File: config.mk
export PLATFORM = sky130hd
export DESIGN_NAME = resp_tx
export DESIGN_NICKNAME = d
export VERILOG_FILES = /design/src/rtl/md5_pkg.sv /design/src/rtl/resp_tx.sv
export SDC_FILE = /design/constraint.sdc
export NUM_CORES = 1
export LEC_CHECK = 0
export ABC_AREA = 0
export ABC_CLOCK_PERIOD_IN_PS = 2500
export BUFFER_PORTS_ARGS = -buffer_cell sky130_fd_sc_hd__buf_2
export CORE_MARGIN = 1
export CORE_UTILIZATION = 55
export DETAILED_ROUTE_END_ITERATION = 6
export PLACE_DENSITY = 0.8
export REMOVE_ABC_BUFFERS = 1
export SLEW_MARGIN = 0
export SYNTH_ARGS = -nofsm -noshare
export SYNTH_HDL_FRONTEND = slang
export SYNTH_SLANG_ARGS = --single-unit
File: constraint.sdc
create_clock -name clk -period 2.5 [get_ports clk]
set_clock_uncertainty 0.05 [all_clocks]
set_input_delay 0.75 -clock clk [delete_from_list [all_inputs] [get_ports clk]]
set_output_delay 0.75 -clock clk [all_outputs]
set_load 0.005 [all_outputs]
File: src/rtl/md5_pkg.sv
`default_nettype none
// ============================================================================
//  Module      : md5_pkg
//  Description : Shared constants and types for the response transmitter.
//                Frame-type codes, the MATCH header byte, frame lengths and
//                the transmitter state encoding.
//  Macros      : RESP_CHECKSUM_EN - frame lengths include a trailing
//                XOR checksum byte.
//  Revision    : 1.0 - initial release
// ============================================================================
package md5_pkg;

    // req_type encodings
    localparam logic c_FT_ACK   = 1'b0;
    localparam logic c_FT_MATCH = 1'b1;

    // First byte of every MATCH frame
    localparam logic [7:0] c_MATCH_HDR = 8'h03;

    // Payload bytes held in the shift register for a MATCH frame:
    // header + 2 position bytes + 16 digest bytes.
    localparam int c_MATCH_DATA_BYTES = 19;
    localparam int c_SHIFT_W          = 8 * c_MATCH_DATA_BYTES;

`ifdef RESP_CHECKSUM_EN
    localparam logic [4:0] c_ACK_LEN   = 5'd2;
    localparam logic [4:0] c_MATCH_LEN = 5'd20;
`else
    localparam logic [4:0] c_ACK_LEN   = 5'd1;
    localparam logic [4:0] c_MATCH_LEN = 5'd19;
`endif

    typedef enum logic [1:0] {
        ST_IDLE      = 2'd0,
        ST_SEND      = 2'd1,
        ST_WAIT_BUSY = 2'd2,
        ST_GAP       = 2'd3
    } state_t;

endpackage : md5_pkg
`default_nettype wire

File: src/rtl/resp_tx.sv
`default_nettype none
// ============================================================================
//  Module      : resp_tx
//  Description : Serialises ACK (1 byte) and MATCH (19 byte) response frames
//                onto a byte-wide UART transmitter interface, pacing bytes
//                by the transmitter busy flag plus GAP_CYCLES idle clocks.
//  Macros      : RESP_CHECKSUM_EN - append an XOR checksum byte per frame.
//  Ports       : clk, reset_n      - clock, async active-low reset
//                req_valid/ready   - request handshake (ready only in IDLE)
//                req_type/code/pos/hash - request fields
//                txd_busy          - transmitter busy flag
//                txd_start/data    - one-clock byte launch, data 0 otherwise
//                frame_done        - pulse one clock after last byte launch
//  Revision    : 1.0 - initial release
// ============================================================================
module resp_tx
    import md5_pkg::*;
#(
    parameter int GAP_CYCLES = 1
) (
    input  logic         clk,
    input  logic         reset_n,
    input  logic         req_valid,
    output logic         req_ready,
    input  logic         req_type,
    input  logic [7:0]   req_code,
    input  logic [15:0]  req_pos,
    input  logic [127:0] req_hash,
    input  logic         txd_busy,
    output logic         txd_start,
    output logic [7:0]   txd_data,
    output logic         frame_done
);

    localparam logic [3:0] c_GAP_LOAD = (GAP_CYCLES > 0) ? 4'(GAP_CYCLES - 1) : 4'd0;

    state_t               state_q;
    state_t               state_d;
    state_t               w_after_wait;
    logic [4:0]           cnt_q;
    logic [c_SHIFT_W-1:0] shift_q;
    logic [3:0]           gap_q;
    logic                 ready_en_q;
    logic                 frame_done_q;
    logic                 w_accept;
    logic                 w_launch;
    logic                 w_last;
    logic [7:0]           w_byte;

    // ready_en_q holds req_ready low until the first clock after reset release
    assign req_ready  = ready_en_q && (state_q == ST_IDLE);
    assign w_accept   = req_valid && req_ready;
    assign w_launch   = (state_q == ST_SEND) && !txd_busy;
    assign w_last     = (cnt_q == 5'd1);

`ifdef RESP_CHECKSUM_EN
    logic [7:0] csum_q;

    // The final byte of a frame is the running XOR of all bytes before it
    assign w_byte = w_last ? csum_q : shift_q[c_SHIFT_W-1 -: 8];

    always_ff @(posedge clk or negedge reset_n) begin
        if (!reset_n) begin
            csum_q <= 8'h00;
        end else if (w_accept) begin
            csum_q <= 8'h00;
        end else if (w_launch) begin
            csum_q <= csum_q ^ w_byte;
        end
    end
`else
    assign w_byte = shift_q[c_SHIFT_W-1 -: 8];
`endif

    assign txd_start  = w_launch;
    assign txd_data   = w_launch ? w_byte : 8'h00;
    assign frame_done = frame_done_q;

    // Destination once the current byte has cleared the transmitter
    assign w_after_wait = (cnt_q != 5'd0) ? ST_SEND : ST_IDLE;

    always_comb begin
        state_d = state_q;
        case (state_q)
            ST_IDLE: begin
                if (w_accept) state_d = ST_SEND;
            end
            ST_SEND: begin
                if (w_launch) state_d = ST_WAIT_BUSY;
            end
            ST_WAIT_BUSY: begin
                if (!txd_busy) state_d = (GAP_CYCLES > 0) ? ST_GAP : w_after_wait;
            end
            ST_GAP: begin
                if (gap_q == 4'd0) state_d = w_after_wait;
            end
            default: state_d = ST_IDLE;
        endcase
    end

    always_ff @(posedge clk or negedge reset_n) begin
        if (!reset_n) begin
            state_q      <= ST_IDLE;
            cnt_q        <= 5'd0;
            shift_q      <= '0;
            gap_q        <= 4'd0;
            ready_en_q   <= 1'b0;
            frame_done_q <= 1'b0;
        end else begin
            state_q      <= state_d;
            ready_en_q   <= 1'b1;
            frame_done_q <= w_launch && w_last;

            if (w_accept) begin
                // Bytes leave MSB-first, so frames are left-aligned
                if (req_type == c_FT_MATCH) begin
                    shift_q <= {c_MATCH_HDR, req_pos, req_hash};
                    cnt_q   <= c_MATCH_LEN;
                end else begin
                    shift_q <= {req_code, {(c_SHIFT_W-8){1'b0}}};
                    cnt_q   <= c_ACK_LEN;
                end
            end else if (w_launch) begin
                shift_q <= {shift_q[c_SHIFT_W-9:0], 8'h00};
                cnt_q   <= cnt_q - 5'd1;
            end

            // Gap counter is primed while waiting so GAP lasts GAP_CYCLES clocks
            if (state_q == ST_WAIT_BUSY) begin
                gap_q <= c_GAP_LOAD;
            end else if ((state_q == ST_GAP) && (gap_q != 4'd0)) begin
                gap_q <= gap_q - 4'd1;
            end
        end
    end

endmodule : resp_tx
`default_nettype wire

==> results of run 1 <==
[synthesized netlist by cell type, drive strengths merged (2+ instances only)]
cell type | count | area, µm²
dfrtp | 165 | 4130
buf | 41 | 213
a22o | 8 | 70.1
a311oi | 2 | 17.5
mux2 | 2 | 26.3
nor3 | 140 | 701
ha | 8 | 100
a21oi | 10 | 50.1
nor2 | 5 | 18.8
a31oi | 144 | 901
nand2 | 157 | 589
clkbuf | 57 | 214
inv | 9 | 33.8
nand3 | 140 | 701
and2 | 9 | 56.3
nand3b | 2 | 15.0
[cell families after synthesis]
| family | synth area share [%] |
|---|---|
| adders and majority gates | 1.25 |
| muxes | 0.452 |
| other | 0.0467 |
| buffers and inverters | 5.78 |
| and+or+nand+nor | 26.7 |
| AOI/OAI and AO/OA | 14.2 |
| xor gates and xnor gates | 0.109 |
| DFF | 51.4 |
[where the power goes]
part           internal, mW  total (mW)  switching, mW
logic                  1.64        3.72           2.08
registers              3.81        4.42          0.612
clock network          1.39        2.38          0.994
[sequential cells by signal (all words and copies together), names as in the netlist]
register    count
gap_q           4
cnt_q           5
shift_q       152
state_q         2
frame_done      1
ready_en_q      1
[repair_timing]
item	in CTS	in global routing
endpoints found under the setup margin	8	9
hold buffers	0	0
cloned	1	0
buffers inserted	2	1
gates resized for setup	1	3
[how the worst min path moves through the flow]
stage / endpoint / slack (ps) / depth (start not counted)
detailed placement: shift_q[4] / 440 / 1
finish: gap_q[3] / 230 / 1
floorplan: cnt_q[0] / 400 / 0
global route: gap_q[3] / 270 / 1
CTS: gap_q[2] / 260 / 1
global placement: shift_q[4] / 440 / 1
[worst max-delay path: cells and delay by family, from the launching register on]
family	cells	cell delay, ps
buf+inv	3	300
flops	1	400
fa+ha+maj	1	220
simple gates	2	230
[layout make-up]
class,count,share of cell area [%]
repair buffers,198,12.9
inverters,10,0.415
clock buffers,27,5.32
repair inverters,1,0.0778
clock inverters,4,0.207
flip-flops and latches,165,42.8
multi-input cells,648,36.0
well taps,180,2.33
diodes,2,0.0519
[layer usage]
metal | vias to the layer above | wire (µm)
li1 | 3574 | -
met1 | 3496 | 8920
met2 | 249 | 9120
met3 | 16 | 1340
met4 | 0 | 250
met5 | - | 0
[stage by stage]
stage / power, mW / hold WS, ps / util (%) / setup WS [ps]
finish: 10.5 / 226 / 68.7 / 135
global route: 11.3 / 267 / 68.7 / 10.6
CTS: 10.5 / 260 / 68.6 / 19.5
detailed placement: 8.13 / 445 / 64.6 / 176
global placement: 7.95 / 437 / 64.6 / 202
floorplan: 7.09 / 404 / - / -4940
==> summary.json, run 1 <==
{
  "outcome": {
    "status": "completed"
  },
  "critical_path": {
    "cp_slowest_stage_delay_ps": 400,
    "regToRegStartpoint": "state_q[0]",
    "timing.critical_path.required_ps": 1700,
    "crit_path_start": "state_q[1]",
    "setup.worst_path.end": "txd_data[1]",
    "wp_data_arrival_ps": 1570,
    "regToRegSetupSlack_ps": 450,
    "critical_setup_path_class": "flop to primary output",
    "crit_fanout": 11,
    "ff2ff_path_depth": 7,
    "start_kind": "flop",
    "worst_path_max_delay_cell": "sky130_fd_sc_hd__dfrtp_1",
    "worstPathCellList": "inv_1, ha_2, nand2b_4, inv_4, and2_1, buf_2",
    "critical_register_to_register_path_endpoint": "shift_q[42]",
    "type_of_element_capturing_the_critical_path": "primary output"
  },
  "yosys": {
    "synth_edf_count": 0,
    "ffs_latches_synth": 165,
    "synth_async_sr_flop_share_pct": 100,
    "synthFlopType": "sky130_fd_sc_hd__dfrtp_1",
    "synth_cells": 921,
    "yosysWarningCount": 0,
    "synth.avg_cell_area_um2": 8.71,
    "synth-seq-area-share_pct": 51.4,
    "mappedNetlistArea_um2": 8030,
    "ys_types": 42
  },
  "die": {
    "pin_count": 168,
    "coreArea_um2": 14000,
    "initial_utilization_pct": 57.2,
    "die_width_um": 123,
    "die_area_um2": 15100,
    "fp.dieH_um": 123,
    "placementRows": 43
  },
  "layout": {
    "layoutNonFillerInstCount": 1235,
    "storage_element_area_um2": 4130,
    "filler_cell_count": 1154,
    "multi_input_area_um2": 3470,
    "layout_common_cells": "sky130_fd_sc_hd__dfrtp_1 (165), sky130_fd_sc_hd__buf_2 (165), sky130_fd_sc_hd__nand2_1 (156)",
    "syn2layout_area_growth_pct": 20.2,
    "stdcell_area_um2": 9650,
    "layout-drive-gt1-share_pct": 22.6,
    "finalNetCount": 1206
  },
  "placement": {
    "dp_cells": 1198,
    "placed_area_um2": 9070,
    "io_buffers": 167,
    "gp_routability_congestion": 0.772,
    "place.detailed.hpwl_um": 12200
  },
  "timing": {
    "timing.final.setup_violations": 0,
    "finalHoldViolCount": 0,
    "setup_tns_ps": 0,
    "timing.fmax_ghz": 0.423,
    "rsz_0062_raised_after_global_routing": "no",
    "timing.final.crit_period_ps": 2370,
    "share_of_the_cycle_needed_by_the_critical_path_after_routing_pct": 94.6,
    "max_slew.worst_pin.slew_ps": 581,
    "final_slew_violations": 0,
    "maxSlewHeadroom_pct": 61.3
  },
  "clocking": {
    "cts_tree": "built",
    "maximum_root_to_sink_buffer_count": 2,
    "cts_htree_levels": 4,
    "ctsRootBufferMaster": "sky130_fd_sc_hd__clkbuf_16",
    "worst_skew_pair.late_latency_ps": 430,
    "tritoncts_num_sinks": 165,
    "path_clk_slew_ps": 60,
    "clock_buffer_count_from_cts": 17
  },
  "grt": {
    "grt.total_usage_pct": 27.0,
    "grt_use_met3_pct": 6.41,
    "grt_pass1_vias": 6501,
    "grt_first_pass_wirelength_um": 31900,
    "use_met1_pct": 39.3,
    "use_met2_pct": 39.9,
    "grt_max_degree": 104,
    "grt_remaining_overflow": 0,
    "number_of_antenna_violations_at_the_first_check_in_global_routing": 3,
    "busiest_layer": "met2"
  },
  "detailed_routing": {
    "viasPerCell": 5.94,
    "post_drt_wl_per_cell_um": 15.9,
    "detail_route.wirelength_um": 19600,
    "final_antenna_net_count": 0,
    "via_count": 7335,
    "detail_route.first_pass.iterations": 5,
    "detail_route.drc_violations": 0,
    "drtIter0Drc": 650
  },
  "flow_run": {
    "cap_viol_max_count": 0
  },
  "pwr": {
    "powerDensity_nw_per_um2": 1090,
    "cellLeakagePower_nw": 4.34,
    "vdd_ir_drop_max_uv": 549
  },
  "hold_path": {
    "holdCritPathClass": "input pin to async pin"
  }
}
Power figures use the tool's default switching activity.
==> inputs of run 2 (changes only) <==
Settings changed: CORE_ASPECT_RATIO from default to 1.4.
==> run 2 against run 1 <==
Clock power up 15%. Count of clock-buffer cells in the layout fell by 2. Sequential power about the same. Critical path type unchanged.
==> summary.json, run 2 (synthesis gave the netlist of run 1 again) <==
{
  "placement": {
    "place.detailed.hpwl": {"value": 12400, "unit": "µm", "change": "+2.0%"},
    "io_buffers": {"value": 167, "change": "unchanged"},
    "gp_routability_congestion": {"value": 0.804, "change": "+4.1%"},
    "detailedPlace.worstSlack": {"value": 196, "unit": "ps", "change": "+20.7 ps"},
    "placed_area": {"value": 9040, "unit": "µm²", "change": "-0.26%"}
  },
  "die": {
    "pin_count": {"value": 168, "change": "unchanged"},
    "die_width": {"value": 104, "unit": "µm", "change": "-15%"},
    "fp.dieH": {"value": 145, "unit": "µm", "change": "+18%"},
    "die_area": {"value": 15100, "unit": "µm²", "change": "about the same"},
    "coreArea": {"value": 14100, "unit": "µm²", "change": "+0.43%"},
    "initial_utilization": {"value": 56.9, "unit": "%", "change": "-0.24 points"},
    "placementRows": {"value": 51, "change": "+19%"}
  },
  "pwr": {
    "total_switching_power": {"value": 3.71, "unit": "mW", "change": "+0.78%"},
    "combinational_fraction_of_design_power": {"value": 34.3, "unit": "%", "change": "-1.0 points"},
    "powerDensity": {"value": 1120, "unit": "nW/µm²", "change": "+2.9%"},
    "cellInternalPower": {"value": 7.19, "unit": "mW", "change": "+5.1%"},
    "switching_share": {"value": 34.1, "unit": "%", "change": "-0.94 points"},
    "power.share.clock": {"value": 25.1, "unit": "%", "change": "+2.4 points"},
    "vdd_ir_drop_max": {"value": 638, "unit": "µV", "change": "+16%"},
    "power.sequential.fraction": {"value": 40.6, "unit": "%", "change": "-1.4 points"},
    "fin_total_pwr": {"value": 10.9, "unit": "mW", "change": "+3.6%"},
    "cellLeakagePower": {"value": 4.36, "unit": "nW", "change": "+0.48%"}
  },
  "timing": {
    "timing.fmax": {"value": 0.406, "unit": "GHz", "change": "-3.9%"},
    "share_of_the_cycle_needed_by_the_critical_path_after_routing": {"value": 98.4, "unit": "%", "change": "+3.8 points"},
    "finalWorstSetupSlack": {"value": 38.8, "unit": "ps", "change": "-96.0 ps"},
    "worst_hold_check_slack": {"value": 230, "unit": "ps", "change": "+4.03 ps"},
    "timing.final.crit_period": {"value": 2460, "unit": "ps", "change": "+96.0 ps"},
    "final_slew_violations": {"value": 0, "change": "unchanged"},
    "maxSlewHeadroom": {"value": 60.0, "unit": "%", "change": "-1.2 points"},
    "timing.final.setup_violations": {"value": 0, "change": "unchanged"},
    "max_slew.worst_pin.slew": {"value": 599, "unit": "ps", "change": "+18.3 ps"},
    "finalHoldViolCount": {"value": 0, "change": "unchanged"}
  },
  "detailed_routing": {
    "viasPerCell": {"value": 5.98, "change": "+0.74%"},
    "via_count": {"value": 7389, "change": "+0.74%"},
    "drtIter0Drc": {"value": 444, "change": "-32%"},
    "final_antenna_net_count": {"value": 0, "change": "unchanged"},
    "detail_route.drc_violations": {"value": 0, "change": "unchanged"},
    "detail_route.first_pass.iterations": {"value": 5, "change": "unchanged"},
    "post_drt_wl_per_cell": {"value": 16.2, "unit": "µm", "change": "+2.1%"},
    "detail_route.wirelength": {"value": 20000, "unit": "µm", "change": "+2.1%"}
  },
  "clocking": {
    "cts_htree_levels": {"value": 4, "change": "unchanged"},
    "clock_buffer_count_from_cts": {"value": 17, "change": "unchanged"},
    "ctsRootBufferMaster": "sky130_fd_sc_hd__clkbuf_16",
    "cts-hold-fix-buffers": {"value": 0, "change": "unchanged"},
    "tritoncts_num_sinks": {"value": 165, "change": "unchanged"},
    "maximum_root_to_sink_buffer_count": {"value": 2, "change": "unchanged"},
    "path_clk_slew": {"value": 60, "unit": "ps", "change": "about the same"},
    "cts_tree": "built",
    "worst_skew_pair.late_latency": {"value": 420, "unit": "ps", "change": "about the same"}
  },
  "grt": {
    "grt.total_usage": {"value": 27.5, "unit": "%", "change": "+0.49 points"},
    "grt_max_degree": {"value": 99, "change": "-4.8%"},
    "grt_remaining_overflow": {"value": 0, "change": "unchanged"},
    "number_of_antenna_violations_at_the_first_check_in_global_routing": {"value": 2, "change": "-1"},
    "grt_first_pass_wirelength": {"value": 33700, "unit": "µm", "change": "+5.9%"},
    "grt_pass1_vias": {"value": 7041, "change": "+8.3%"}
  },
  "layout": {
    "stdcell_area": {"value": 9710, "unit": "µm²", "change": "+0.61%"},
    "filler_cell_count": {"value": 1201, "change": "+4.1%"},
    "largest_reg_flops": {"value": 152, "change": "unchanged"},
    "layout-drive-gt1-share": {"value": 22.2, "unit": "%", "change": "-0.39 points"},
    "multi_input_area": {"value": 3470, "unit": "µm²", "change": "about the same"},
    "syn2layout_area_growth_pct": 21.0,
    "finalNetCount": {"value": 1204, "change": "-0.17%"},
    "storage_element_area": {"value": 4130, "unit": "µm²", "change": "unchanged"},
    "postLayoutCoreUtil": {"value": 68.8, "unit": "%", "change": "+0.12 points"},
    "reg.largest.list": "shift_q x152, cnt_q x5, gap_q x4",
    "layout_common_cells": "sky130_fd_sc_hd__dfrtp_1 (165), sky130_fd_sc_hd__buf_2 (165), sky130_fd_sc_hd__nand2_1 (156)",
    "regMostFlops": "shift_q"
  },
  "critical_path": {
    "type_of_element_capturing_the_critical_path": "primary output",
    "critical_register_to_register_path_endpoint": "shift_q[63]",
    "critical_setup_path_class": "flop to primary output",
    "start_kind": "flop",
    "regToRegStartpoint": "state_q[0]",
    "wp_data_arrival": {"value": 1660, "unit": "ps", "change": "+90 ps"},
    "ff2ff_path_depth": {"value": 6, "change": "-1"},
    "regToRegSetupSlack": {"value": 310, "unit": "ps", "change": "-140 ps"},
    "timing.critical_path.required": {"value": 1700, "unit": "ps", "change": "about the same"},
    "crit_fanout": {"value": 6, "change": "-5"},
    "crit_path_start": "state_q[1]"
  },
  "flow_run": {
    "cap_viol_max_count": {"value": 0, "change": "unchanged"}
  },
  "hold_path": {
    "holdCritPathClass": "input pin to async pin"
  },
  "outcome": {
    "status": "completed"
  }
}
-- run 2: per-stage QoR --
stage	cells	TNS (ps)
after floorplan	823	-735910
after global placement	1199	0
after detailed placement	1199	0
after CTS	1231	0
after global routing	1234	-27.1
final	1235	0
-- run 2: critical path: stages, from the launching register on --
cell and delay (ps):
sky130_fd_sc_hd__dfrtp_1 380, sky130_fd_sc_hd__inv_1 80, sky130_fd_sc_hd__ha_2 210, sky130_fd_sc_hd__nand2b_4 110
sky130_fd_sc_hd__clkinvlp_4 150, sky130_fd_sc_hd__and2_1 180, sky130_fd_sc_hd__buf_2 120
-- run 2: metal layers --
layer,global-route usage [%],vias up,share of wire [%]
li1,-,3566,-
met1,37.6,3548,43
met2,43.6,251,49
met3,7.10,22,6.6
met4,7.29,2,1.3
met5,0,-,0.065
-- run 2: final cells by class --
type	instances	share of cell area, %
flip-flops and latches	165	42.5
multi-input cells	648	35.7
repair buffers	196	12.6
clock buffers	25	5.00
well taps	185	2.38
clock inverters	4	1.24
inverters	10	0.412
repair inverters	1	0.0773
diodes	1	0.0258
-- run 2: worst max path at each step --
stage	to	slack, ps	cells after the start
after floorplan	cnt_q[1]	-4940	5
after global placement	txd_data[3]	240	5
after detailed placement	txd_data[4]	200	5
after CTS	txd_data[4]	20	6
after global routing	txd_data[3]	-20	6
final	txd_data[3]	40	6
-- run 2: power by group through the flow --
| stage | logic, mW | clock network (mW) | registers, mW |
|---|---|---|---|
| finish | 3.73 | 2.74 | 4.42 |
| global route | 4.22 | 2.88 | 4.56 |
| CTS | 3.73 | 2.77 | 4.42 |
| detailed placement | 3.69 | 0 | 4.45 |
| global placement | 3.55 | 0 | 4.40 |
| floorplan | 2.78 | 0 | 4.30 |
-- run 2: timing repair --
action                                  4_1_cts  5_1_grt
cloned                                        0        1
endpoints found under the setup margin        8        8
buffers inserted                              3        2
gates resized for setup                       0        3
